## config.mk

```make
export PLATFORM = sky130hd
export DESIGN_NAME = smp_timer_bank
export DESIGN_NICKNAME = d
export VERILOG_FILES = /design/src/rtl/smp_timer_bank.sv
export SDC_FILE = /design/constraint.sdc
export NUM_CORES = 1
export LEC_CHECK = 0
export ABC_AREA = 1
export CORE_MARGIN = 2
export CORE_UTILIZATION = 44
export DETAILED_ROUTE_END_ITERATION = 10
export GPL_ROUTABILITY_DRIVEN = 0
export PLACE_DENSITY = 0.69
export SLEW_MARGIN = 20
export SYNTH_ARGS = -nofsm -noshare
export SYNTH_HDL_FRONTEND = slang
export SYNTH_SLANG_ARGS = --single-unit
```

## constraint.sdc

```tcl
create_clock -name CLK -period 1.7 [get_ports CLK]
set_input_delay 0.255 -clock CLK [delete_from_list [all_inputs] [get_ports CLK]]
set_output_delay 0.255 -clock CLK [all_outputs]
set_load 0.01 [all_outputs]
```

## src/rtl/smp_timer_bank.sv

```systemverilog
// smp_timer_bank: bank of NUM_TIMERS prescaled timers on the SMP local
// register bus. Each timer divides a slow or fast prescaler tick by an 8-bit
// period and counts periods in an OUT_W-bit counter that clears on read.
// Overflow of a counter raises a sticky flag; enabled flags drive IRQ.
//
// Bus semantics: WR and RD are single-cycle strobes qualified by ADDR. There
// is no backpressure; every strobe is accepted on the edge where it is high.
// RDATA is a pure function of ADDR and current register state. When WR and
// RD are high together both side effects are applied on the same edge.
module smp_timer_bank #(
  parameter int NUM_TIMERS = 3,
  parameter int OUT_W = 4,
  parameter int PRESCALE_SLOW = 128,
  parameter int PRESCALE_FAST = 16,
  parameter logic [NUM_TIMERS-1:0] FAST_MASK = 3'b100
) (
  input  logic                        CLK,
  input  logic                        RST_N,
  input  logic                        ENABLE,
  input  logic [3:0]                  ADDR,
  input  logic                        WR,
  input  logic                        RD,
  input  logic [7:0]                  WDATA,
  output logic [7:0]                  RDATA,
  output logic                        IRQ,
  output logic [NUM_TIMERS*OUT_W-1:0] TOUT
);

  // Base counter spans one slow period; a degenerate prescaler of 1 still
  // needs a one-bit counter so the mask compare below stays well formed.
  localparam int BASE_W = (PRESCALE_SLOW > 1) ? $clog2(PRESCALE_SLOW) : 1;
  localparam logic [BASE_W-1:0] SLOW_LAST = BASE_W'(PRESCALE_SLOW - 1);
  localparam logic [BASE_W-1:0] FAST_LAST = BASE_W'(PRESCALE_FAST - 1);

  localparam logic [3:0] ADDR_CTRL     = 4'd0;
  localparam logic [3:0] ADDR_IRQ_EN   = 4'd1;
  localparam logic [3:0] ADDR_IRQ_STAT = 4'd2;

  // Architectural state
  logic [BASE_W-1:0]     base_q;
  logic [NUM_TIMERS-1:0] ctrl_q;
  logic [NUM_TIMERS-1:0] irq_en_q;
  logic [NUM_TIMERS-1:0] irq_stat_q;
  logic [7:0]            div_q [NUM_TIMERS];
  logic [7:0]            cnt_q [NUM_TIMERS];
  logic [OUT_W-1:0]      out_q [NUM_TIMERS];
  logic                  irq_q;

  // Decoded strobes and per-timer events
  logic                  slow_tick;
  logic                  fast_tick;
  logic                  wr_ctrl;
  logic                  wr_irq_en;
  logic                  wr_irq_stat;
  logic [NUM_TIMERS-1:0] wr_div;
  logic [NUM_TIMERS-1:0] rd_clr;
  logic [NUM_TIMERS-1:0] tick;
  logic [NUM_TIMERS-1:0] turn_on;
  logic [NUM_TIMERS-1:0] inc;
  logic [NUM_TIMERS-1:0] wrap;
  logic [NUM_TIMERS-1:0] stat_clr;
  logic [7:0]            cnt_d [NUM_TIMERS];
  logic [OUT_W-1:0]      out_d [NUM_TIMERS];

  // Prescaler ticks: slow fires once per full base wrap, fast whenever the
  // low bits of the base counter are all ones. Both are gated by ENABLE.
  always_comb begin : prescale
    slow_tick = ENABLE && ((base_q & SLOW_LAST) == SLOW_LAST);
    fast_tick = ENABLE && ((base_q & FAST_LAST) == FAST_LAST);
  end

  // Bus decode and per-timer event detection.
  always_comb begin : decode
    wr_ctrl     = WR && (ADDR == ADDR_CTRL);
    wr_irq_en   = WR && (ADDR == ADDR_IRQ_EN);
    wr_irq_stat = WR && (ADDR == ADDR_IRQ_STAT);
    stat_clr    = wr_irq_stat ? WDATA[NUM_TIMERS-1:0] : '0;
    wr_div      = '0;
    rd_clr      = '0;
    tick        = '0;
    turn_on     = '0;
    inc         = '0;
    wrap        = '0;
    for (int i = 0; i < NUM_TIMERS; i++) begin
      wr_div[i]  = WR && (ADDR == 4'(4 + i));
      rd_clr[i]  = RD && (ADDR == 4'(8 + i));
      tick[i]    = ctrl_q[i] && (FAST_MASK[i] ? fast_tick : slow_tick);
      // A 0->1 enable write restarts the timer; the stale enable bit is
      // still 0 this cycle so no tick can coincide with the restart.
      turn_on[i] = wr_ctrl && WDATA[i] && !ctrl_q[i];
      // 8-bit wrapping compare: DIV=0 means 256 ticks, DIV=1 means 1 tick.
      inc[i]     = tick[i] && ((cnt_q[i] + 8'd1) == div_q[i]);
      // A read-clear in the same cycle replaces the increment with a load
      // of 1, so the counter never passes through the all-ones->0 wrap.
      wrap[i]    = inc[i] && !rd_clr[i] && (&out_q[i]);
    end
  end

  // Next-state for stage and output counters. Restart beats read-clear,
  // read-clear keeps a coincident increment by loading 1 instead of 0.
  always_comb begin : timer_next
    for (int i = 0; i < NUM_TIMERS; i++) begin
      cnt_d[i] = cnt_q[i];
      out_d[i] = out_q[i];
      if (turn_on[i]) begin
        cnt_d[i] = 8'd0;
        out_d[i] = '0;
      end else begin
        if (tick[i]) begin
          cnt_d[i] = inc[i] ? 8'd0 : (cnt_q[i] + 8'd1);
        end
        if (rd_clr[i]) begin
          out_d[i] = inc[i] ? OUT_W'(1) : '0;
        end else if (inc[i]) begin
          out_d[i] = out_q[i] + OUT_W'(1);
        end
      end
    end
  end

  // Free-running base counter, advancing only on enabled cycles.
  always_ff @(posedge CLK) begin : base_reg
    if (!RST_N) begin
      base_q <= '0;
    end else if (ENABLE) begin
      base_q <= base_q + BASE_W'(1);
    end
  end

  // Control, mask and divider registers written from the bus; these take
  // writes regardless of ENABLE.
  always_ff @(posedge CLK) begin : cfg_reg
    if (!RST_N) begin
      ctrl_q   <= '0;
      irq_en_q <= '0;
      for (int i = 0; i < NUM_TIMERS; i++) begin
        div_q[i] <= 8'hFF;
      end
    end else begin
      if (wr_ctrl) begin
        ctrl_q <= WDATA[NUM_TIMERS-1:0];
      end
      if (wr_irq_en) begin
        irq_en_q <= WDATA[NUM_TIMERS-1:0];
      end
      for (int i = 0; i < NUM_TIMERS; i++) begin
        if (wr_div[i]) begin
          div_q[i] <= WDATA;
        end
      end
    end
  end

  // Stage and output counters.
  always_ff @(posedge CLK) begin : timer_reg
    if (!RST_N) begin
      for (int i = 0; i < NUM_TIMERS; i++) begin
        cnt_q[i] <= 8'd0;
        out_q[i] <= '0;
      end
    end else begin
      for (int i = 0; i < NUM_TIMERS; i++) begin
        cnt_q[i] <= cnt_d[i];
        out_q[i] <= out_d[i];
      end
    end
  end

  // Sticky overflow flags: write-1-clear, with a same-cycle set winning.
  always_ff @(posedge CLK) begin : stat_reg
    if (!RST_N) begin
      irq_stat_q <= '0;
    end else begin
      irq_stat_q <= (irq_stat_q & ~stat_clr) | wrap;
    end
  end

  // Interrupt line, registered one cycle behind the flags and mask.
  always_ff @(posedge CLK) begin : irq_reg
    if (!RST_N) begin
      irq_q <= 1'b0;
    end else begin
      irq_q <= |(irq_stat_q & irq_en_q);
    end
  end

  // Read mux; unmapped addresses and unused upper bits read as zero.
  always_comb begin : read_mux
    RDATA = 8'd0;
    case (ADDR)
      ADDR_CTRL:     RDATA[NUM_TIMERS-1:0] = ctrl_q;
      ADDR_IRQ_EN:   RDATA[NUM_TIMERS-1:0] = irq_en_q;
      ADDR_IRQ_STAT: RDATA[NUM_TIMERS-1:0] = irq_stat_q;
      default: begin
        for (int i = 0; i < NUM_TIMERS; i++) begin
          if (ADDR == 4'(4 + i)) begin
            RDATA = div_q[i];
          end
          if (ADDR == 4'(8 + i)) begin
            RDATA[OUT_W-1:0] = out_q[i];
          end
        end
      end
    endcase
  end

  assign IRQ = irq_q;

  for (genvar g = 0; g < NUM_TIMERS; g++) begin : g_tout
    assign TOUT[g*OUT_W +: OUT_W] = out_q[g];
  end

endmodule

```

==> results of run 1 <==
[cell type report]
cell class	count	area, µm²	share of cell area [%]
repair inverters	1	7.51	0.110
multi-input cells	473	2860	42.0
inverters	108	419	6.14
clock inverters	5	51.3	0.752
repair buffers	170	1380	20.2
well taps	136	170	2.49
flip-flops and latches	77	1800	26.4
clock buffers	11	131	1.93
[cell families after synthesis]
kind of cell	Yosys count	synth area share, %
AND/OR/NAND/NOR	364	35.8
AO/OA/AOI/OAI	93	11.9
flip-flops	77	38.8
multiplexers	1	0.218
adder cells (fa/ha/maj)	7	1.91
XOR/XNOR	7	1.50
buffers and inverters	115	9.89
[timing repair]
| item | in CTS | in global routing |
|---|---|---|
| pin swaps | 30 | 46 |
| gates resized for setup | 134 | 91 |
| setup buffers | 18 | 10 |
| endpoints found under the setup margin | 48 | 46 |
| gates cloned | 2 | 0 |
[layer usage]
layer / wire [µm] / global-route usage, % / up-vias
li1: - / - / 2524
met1: 6110 / 31.7 / 2441
met2: 7560 / 44.1 / 211
met3: 916 / 4.78 / 49
met4: 503 / 10.6 / 0
met5: 0 / 0 / -
[worst min path at each step]
stage,from,to,slack [ns],cells past startpoint
global placement,base_q[6],base_q[6],0.43,2
CTS,ENABLE,base_q[0],0.40,3
global route,ENABLE,base_q[6],0.44,3
detailed placement,base_q[6],base_q[6],0.44,2
finish,ENABLE,base_q[0],0.42,3
floorplan,ENABLE,base_q[6],0.40,2
[power by group through the flow]
stage               registers [mW]  logic (mW)  clock network [mW]
global placement              2.01       0.384                   0
finish                        1.98       0.495                1.38
global route                  1.98       0.531                1.47
detailed placement            2.02       0.392                   0
floorplan                     2.00       0.182                   0
CTS                           1.98       0.439                1.40
[sequential cells by signal, summed over array words and instances, names as in the netlist]
register / count
irq_en_q: 3
cnt_q: 24
base_q: 7
out_q: 12
div_q: 24
IRQ: 1
irq_stat_q: 3
ctrl_q: 3
[worst max-delay path, cell delays in order, from the launching register on]
cell and delay (ns):
dfxtp_2 0.35, ha_4 0.15, nand2_4 0.06, nor2_2 0.08
nand4_1 0.25, nor2_2 0.21, nand3_2 0.10, nor2_4 0.17
nand4_1 0.22, a21oi_1 0.19
[layout by cell type, fill, tap and decap left out, types with 7 or more instances in the layout]
master           netlist  final
nand2_1              188    161
buf_4                  0    120
inv_1                106     86
nand3_1               72     55
dfxtp_1               53     44
a21oi_1               48     41
nor2_1                58     38
nand2_2                6     24
edfxtp_1              24     24
clkdlybuf4s50_1        0     22
nor2_4                 6     19
nand3_2                2     18
inv_2                  2     17
buf_6                  3     15
nand4_1               14     14
nor2_2                 6     13
o21ai_1                1     11
o21ai_0               23     11
clkbuf_8               0      9
buf_2                  0      9
nand2_4                1      7
a21oi_2                0      7
dfxtp_2                0      7
==> qor.csv, run 1 <==
stage;metric;value;unit
status;status;finished, violations left;
status;violated checks;setup timing;
layout;Syn-to-layout area delta;48.6;%
yosys;ranking of synthesized cells by area;dfxtp_1, edfxtp_1, nand2_1;
sta;PnR worst setup slack;-0.160;ns
routing;DR pass1 iterations;5;
yosys;post-synthesis net count;688;
sta;Pins Over Slew Limit;0;
floorplan;core area;10200;µm²
pwr;clock share of power;35.8;%
layout;ratio of cells with drive above 1 in the final layout;36.0;%
cts;Root Buffer;clkbuf_8;
cts;cts bufs inserted;9;
placement;Post-Place Cells;935;
cts;Clock Tree Buf Depth;2;
sta;setup violation total in the final timing report;42;
floorplan;I/O pin total;38;
grt;number of global-route vias before repair;4941;
yosys;primary flip-flop cell chosen by synthesis mapping;dfxtp_1;
sta;Max transition margin;71.4;%
grt;total gr overflow;0;
cts;CTS tree;yes;
pwr;NetSw;1.02;mW
sta;RSZ-0062 raised after global routing;true;
pwr;peak supply drop;0.393;mV
yosys;synth unique cells;41;
run;max_cap viols;0;
sta;Fmax;538;MHz
worst_setup_path;Worst R2R Start;base_q[1];
grt;largest net degree at the start of global routing;13;
yosys;Gate Count Post-Synth;664;
worst_setup_path;FF-to-FF setup slack;-0.16;ns
cts;Post-CTS Hold Fix Bufs;0;
floorplan;site row count;37;
grt;gr usage total;25.7;%
yosys;top cell type by total area after synthesis;dfxtp_1;
yosys;warnings from Yosys;0;
layout;nets;864;
routing;number of DRC markers in iteration 0;473;
floorplan;Die Area;11300;µm²
routing;Avg Vias per Cell;5.33;
yosys;Synth async-reset ratio;0;%
grt;first-pass GRT wire length;22.9;mm
placement;placed instance area;5900;µm²
sta;measured slew at the worst slew-check pin;0.427;ns
pwr;Pwr Total;3.85;mW
yosys;count leader, synth;nand2_1;
worst_setup_path;CP max FO;4;
layout;design area;6820;µm²
worst_setup_path;Reg2Reg Depth;9;
routing;wire per inst;15.4;µm
layout;final antenna diode count;0;
routing;DR DRC count;0;
worst_setup_path;R2R Path End;irq_stat_q[0];
worst_setup_path;crit path kind;flip-flop to flip-flop;
placement;port bufs;37;
pwr;Flop pwr share;51.4;%
worst_setup_path;CP endpoint;irq_stat_q[0];
routing;Final ANT Viol Nets;0;
grt;initial antenna violation count;0;
sta;final hold vios;0;
yosys;Mean Syn Cell Area;6.91;µm²
placement;pre-CTS setup slack;-0.860;ns
yosys;Post-synth EDFFs;24;
worst_setup_path;Required @ worst endpoint;1.99;ns
pwr;Comb power frac;12.9;%
worst_setup_path;nature of the critical path endpoint;flip-flop;
layout;final non-filler cell total;981;
routing;Post-Route WL;15.1;mm
placement;post-DP HPWL;10.2;mm
pwr;Switching Share;26.6;%
worst_hold_path;Hold Crit Class;primary input to flip-flop;
worst_setup_path;critical path arrival;2.15;ns
layout;Fillers;803;
pwr;PwrDens;564;nW/µm²
floorplan;Die X-Extent;106;µm
cts;clock sink total;77;
cts;H-Tree Depth;3;
sta;Final TNS setup;-3.12;ns
floorplan;Initial Util;44.9;%
sta;Worst Skew;0.0118;ns
pwr;Int Pwr;2.83;mW
yosys;flops & latches, synth;77;
yosys;Commonest cells post-synth;nand2_1, inv_1, nand3_1;
yosys;sequential cell area fraction in the yosys report;38.8;%
sta;Final period util;109;%
worst_setup_path;CP Launch Point;base_q[1];
routing;routed vias;5225;
yosys;Post-Syn Area;4590;µm²
sta;final worst path period need;1.86;ns
yosys;proportion of netlist area held by the largest area contributor;23.1;%
layout;Layout Utilization;66.7;%
cts;clock-pin slew on the worst setup and hold paths;0.08;ns
pwr;Leak;2.98;nW
worst_setup_path;CP Launch Type;flip-flop;
cts;Skew-Pair Late Insertion Delay;0.37;ns
sta;final hold slack;0.423;ns
floorplan;die span in y;106;µm
Note: power is estimated with default switching activity, not from simulation.
==> inputs of run 2 (changes only) <==
--- a/config.mk
+++ b/config.mk
@@ -10,7 +10,7 @@
 export CORE_UTILIZATION = 44
 export DETAILED_ROUTE_END_ITERATION = 10
 export GPL_ROUTABILITY_DRIVEN = 0
-export PLACE_DENSITY = 0.69
+export PLACE_DENSITY = 0.66
 export SLEW_MARGIN = 20
 export SYNTH_ARGS = -nofsm -noshare
 export SYNTH_HDL_FRONTEND = slang
==> constraint.sdc (replaced) <==
create_clock -name CLK -period 2.37 [get_ports CLK]
set_input_delay 0.3555 -clock CLK [delete_from_list [all_inputs] [get_ports CLK]]
set_output_delay 0.3555 -clock CLK [all_outputs]
set_load 0.01 [all_outputs]
==> run 2 against run 1 <==
  * The run now ends clean
  * Worst hold slack improved by 0.027 ns
  * Power fell by 31%
  * Flip-flop and latch count is the same
  * Clock power shrank 28%
  * Critical path depth rose by 1
  * Critical path type is now primary input to output pin
  * First-iteration DRC count is 40% lower
  * Sequential power shrank 28%
==> qor.csv, run 2 (same netlist as run 1, synthesis figures left out) <==
stage;metric;value;unit;change
routing;number of DRC markers in iteration 0;283;;-40%
pwr;Pwr Total;2.67;mW;-31%
placement;post-DP HPWL;9.41;mm;-8.0%
sta;final hold slack;0.450;ns;+0.0266 ns
routing;wire per inst;13.8;µm;-10%
routing;DR pass1 iterations;5;;unchanged
routing;Avg Vias per Cell;5.21;;-2.2%
layout;Layout Utilization;54.3;%;-12 points
worst_setup_path;nature of the critical path endpoint;output pin;;
grt;number of global-route vias before repair;4231;;-14%
placement;pre-CTS setup slack;-0.520;ns;+0.340 ns
sta;Final period util;97.4;%;
sta;RSZ-0062 raised after global routing;true;;
grt;gr usage total;22.6;%;-3.2 points
sta;Fmax;433;MHz;
layout;final antenna diode count;0;;unchanged
layout;Top Registers;cnt_q x24, div_q x24, out_q x12;;
floorplan;I/O pin total;38;;unchanged
worst_setup_path;FF-to-FF setup slack;0.33;ns;+0.49 ns
floorplan;core area;10200;µm²;unchanged
worst_setup_path;CP Launch Type;primary input;;
worst_setup_path;Required @ worst endpoint;2.01;ns;+0.02 ns
cts;H-Tree Depth;3;;unchanged
worst_setup_path;critical path arrival;1.95;ns;-0.20 ns
grt;initial antenna violation count;0;;unchanged
layout;design area;5560;µm²;-19%
pwr;peak supply drop;0.250;mV;-36%
routing;routed vias;4573;;-12%
layout;ratio of cells with drive above 1 in the final layout;12.7;%;-23 points
cts;Skew-Pair Late Insertion Delay;0.36;ns;about the same
floorplan;Die X-Extent;106;µm;unchanged
worst_setup_path;CP max FO;4;;unchanged
cts;Post-CTS Hold Fix Bufs;0;;unchanged
floorplan;Initial Util;44.9;%;unchanged
status;status;finished, final reports clean;;
floorplan;die span in y;106;µm;unchanged
cts;Root Buffer;clkbuf_8;;
sta;PnR worst setup slack;0.0622;ns;+0.222 ns
placement;port bufs;37;;unchanged
grt;total gr overflow;0;;unchanged
cts;clock-pin slew on the worst setup and hold paths;0.08;ns;about the same
floorplan;site row count;37;;unchanged
pwr;PwrDens;480;nW/µm²;-15%
pwr;Leak;2.35;nW;-21%
layout;most common cell after layout, fill and taps aside;nand2_1;;
sta;final worst path period need;2.31;ns;
sta;Final TNS setup;0;ns;+3.12 ns
run;max_cap viols;0;;unchanged
sta;measured slew at the worst slew-check pin;0.408;ns;-0.0192 ns
floorplan;Die Area;11300;µm²;unchanged
worst_hold_path;Hold Crit Class;flip-flop to flip-flop;;
layout;Syn-to-layout area delta;21.1;%;
cts;cts bufs inserted;9;;unchanged
sta;final hold vios;0;;unchanged
sta;Pins Over Slew Limit;0;;unchanged
cts;clock sink total;77;;unchanged
placement;Post-Place Cells;859;;-8.1%
routing;Final ANT Viol Nets;0;;unchanged
sta;Max transition margin;72.7;%;+1.3 points
routing;Post-Route WL;12.1;mm;-20%
grt;largest net degree at the start of global routing;14;;+1
sta;setup violation total in the final timing report;0;;-100%
worst_setup_path;crit path kind;primary input to output pin;;
layout;nets;761;;-12%
layout;most frequent cells in the layout;nand2_1, inv_1, nand3_1;;
layout;Fillers;1007;;+25%
grt;first-pass GRT wire length;20.0;mm;-13%
cts;CTS tree;yes;;
sta;Worst Skew;0.0157;ns;+0.00387 ns
placement;placed instance area;5310;µm²;-9.9%
routing;DR DRC count;0;;unchanged
layout;final non-filler cell total;878;;-10%
cts;Clock Tree Buf Depth;2;;unchanged
-- run 2: cell types whose count changed in the layout (fill, tap and decap cells not counted), moves of 14 or more --
cell	change
nand2_2	-16
nand2_1	+23
inv_2	-14
buf_6	-15
nor2_1	+15
nand3_1	+17
nand3_2	-17
buf_4	-89
inv_1	+19
-- run 2: worst paths after layout --
kind / from / to / cells past startpoint
min reg2reg: base_q[6] / base_q[6] / 2
max: ADDR[3] / RDATA[5] / 10
min: base_q[6] / base_q[6] / 2
max reg2reg: cnt_q[0][8] / out_q[0][4] / 10
-- run 2: final cells by class --
type / count / area, µm² / share of cell area [%]
flip-flops and latches: 77 / 1780 / 32.1
repair buffers: 69 / 599 / 10.8
clock inverters: 5 / 61.3 / 1.10
multi-input cells: 472 / 2410 / 43.3
well taps: 136 / 170 / 3.06
clock buffers: 11 / 131 / 2.36
inverters: 108 / 405 / 7.29
-- run 2: timing repair --
| item | in CTS | in global routing |
|---|---|---|
| gates resized for setup | 30 | 14 |
| setup buffers | 0 | 3 |
| endpoints found under the setup margin | 8 | 9 |
| pin swaps | 3 | 2 |
-- run 2: power by group --
group          switching (mW)  internal [mW]  total, mW
combinational           0.148          0.101      0.249
clock                   0.514          0.489       1.00
sequential             0.0258           1.39       1.42
-- run 2: critical path, stage by stage --
cell	delay, ns
clkdlybuf4s50_1	0.42
inv_1	0.11
nand2_2	0.10
nor2_4	0.15
inv_1	0.09
buf_4	0.16
o221ai_1	0.13
o21ai_1	0.12
inv_1	0.06
dlygate4sd2_1	0.25
-- run 2: per-layer routing --
layer / vias to the layer above / part of all wire (%) / global-route usage (%)
met2: 141 / 49 / 38.2
met1: 2105 / 45 / 29.4
met4: 0 / 1.5 / 8.27
li1: 2314 / - / -
met5: - / 0 / 0
met3: 13 / 4.6 / 2.94
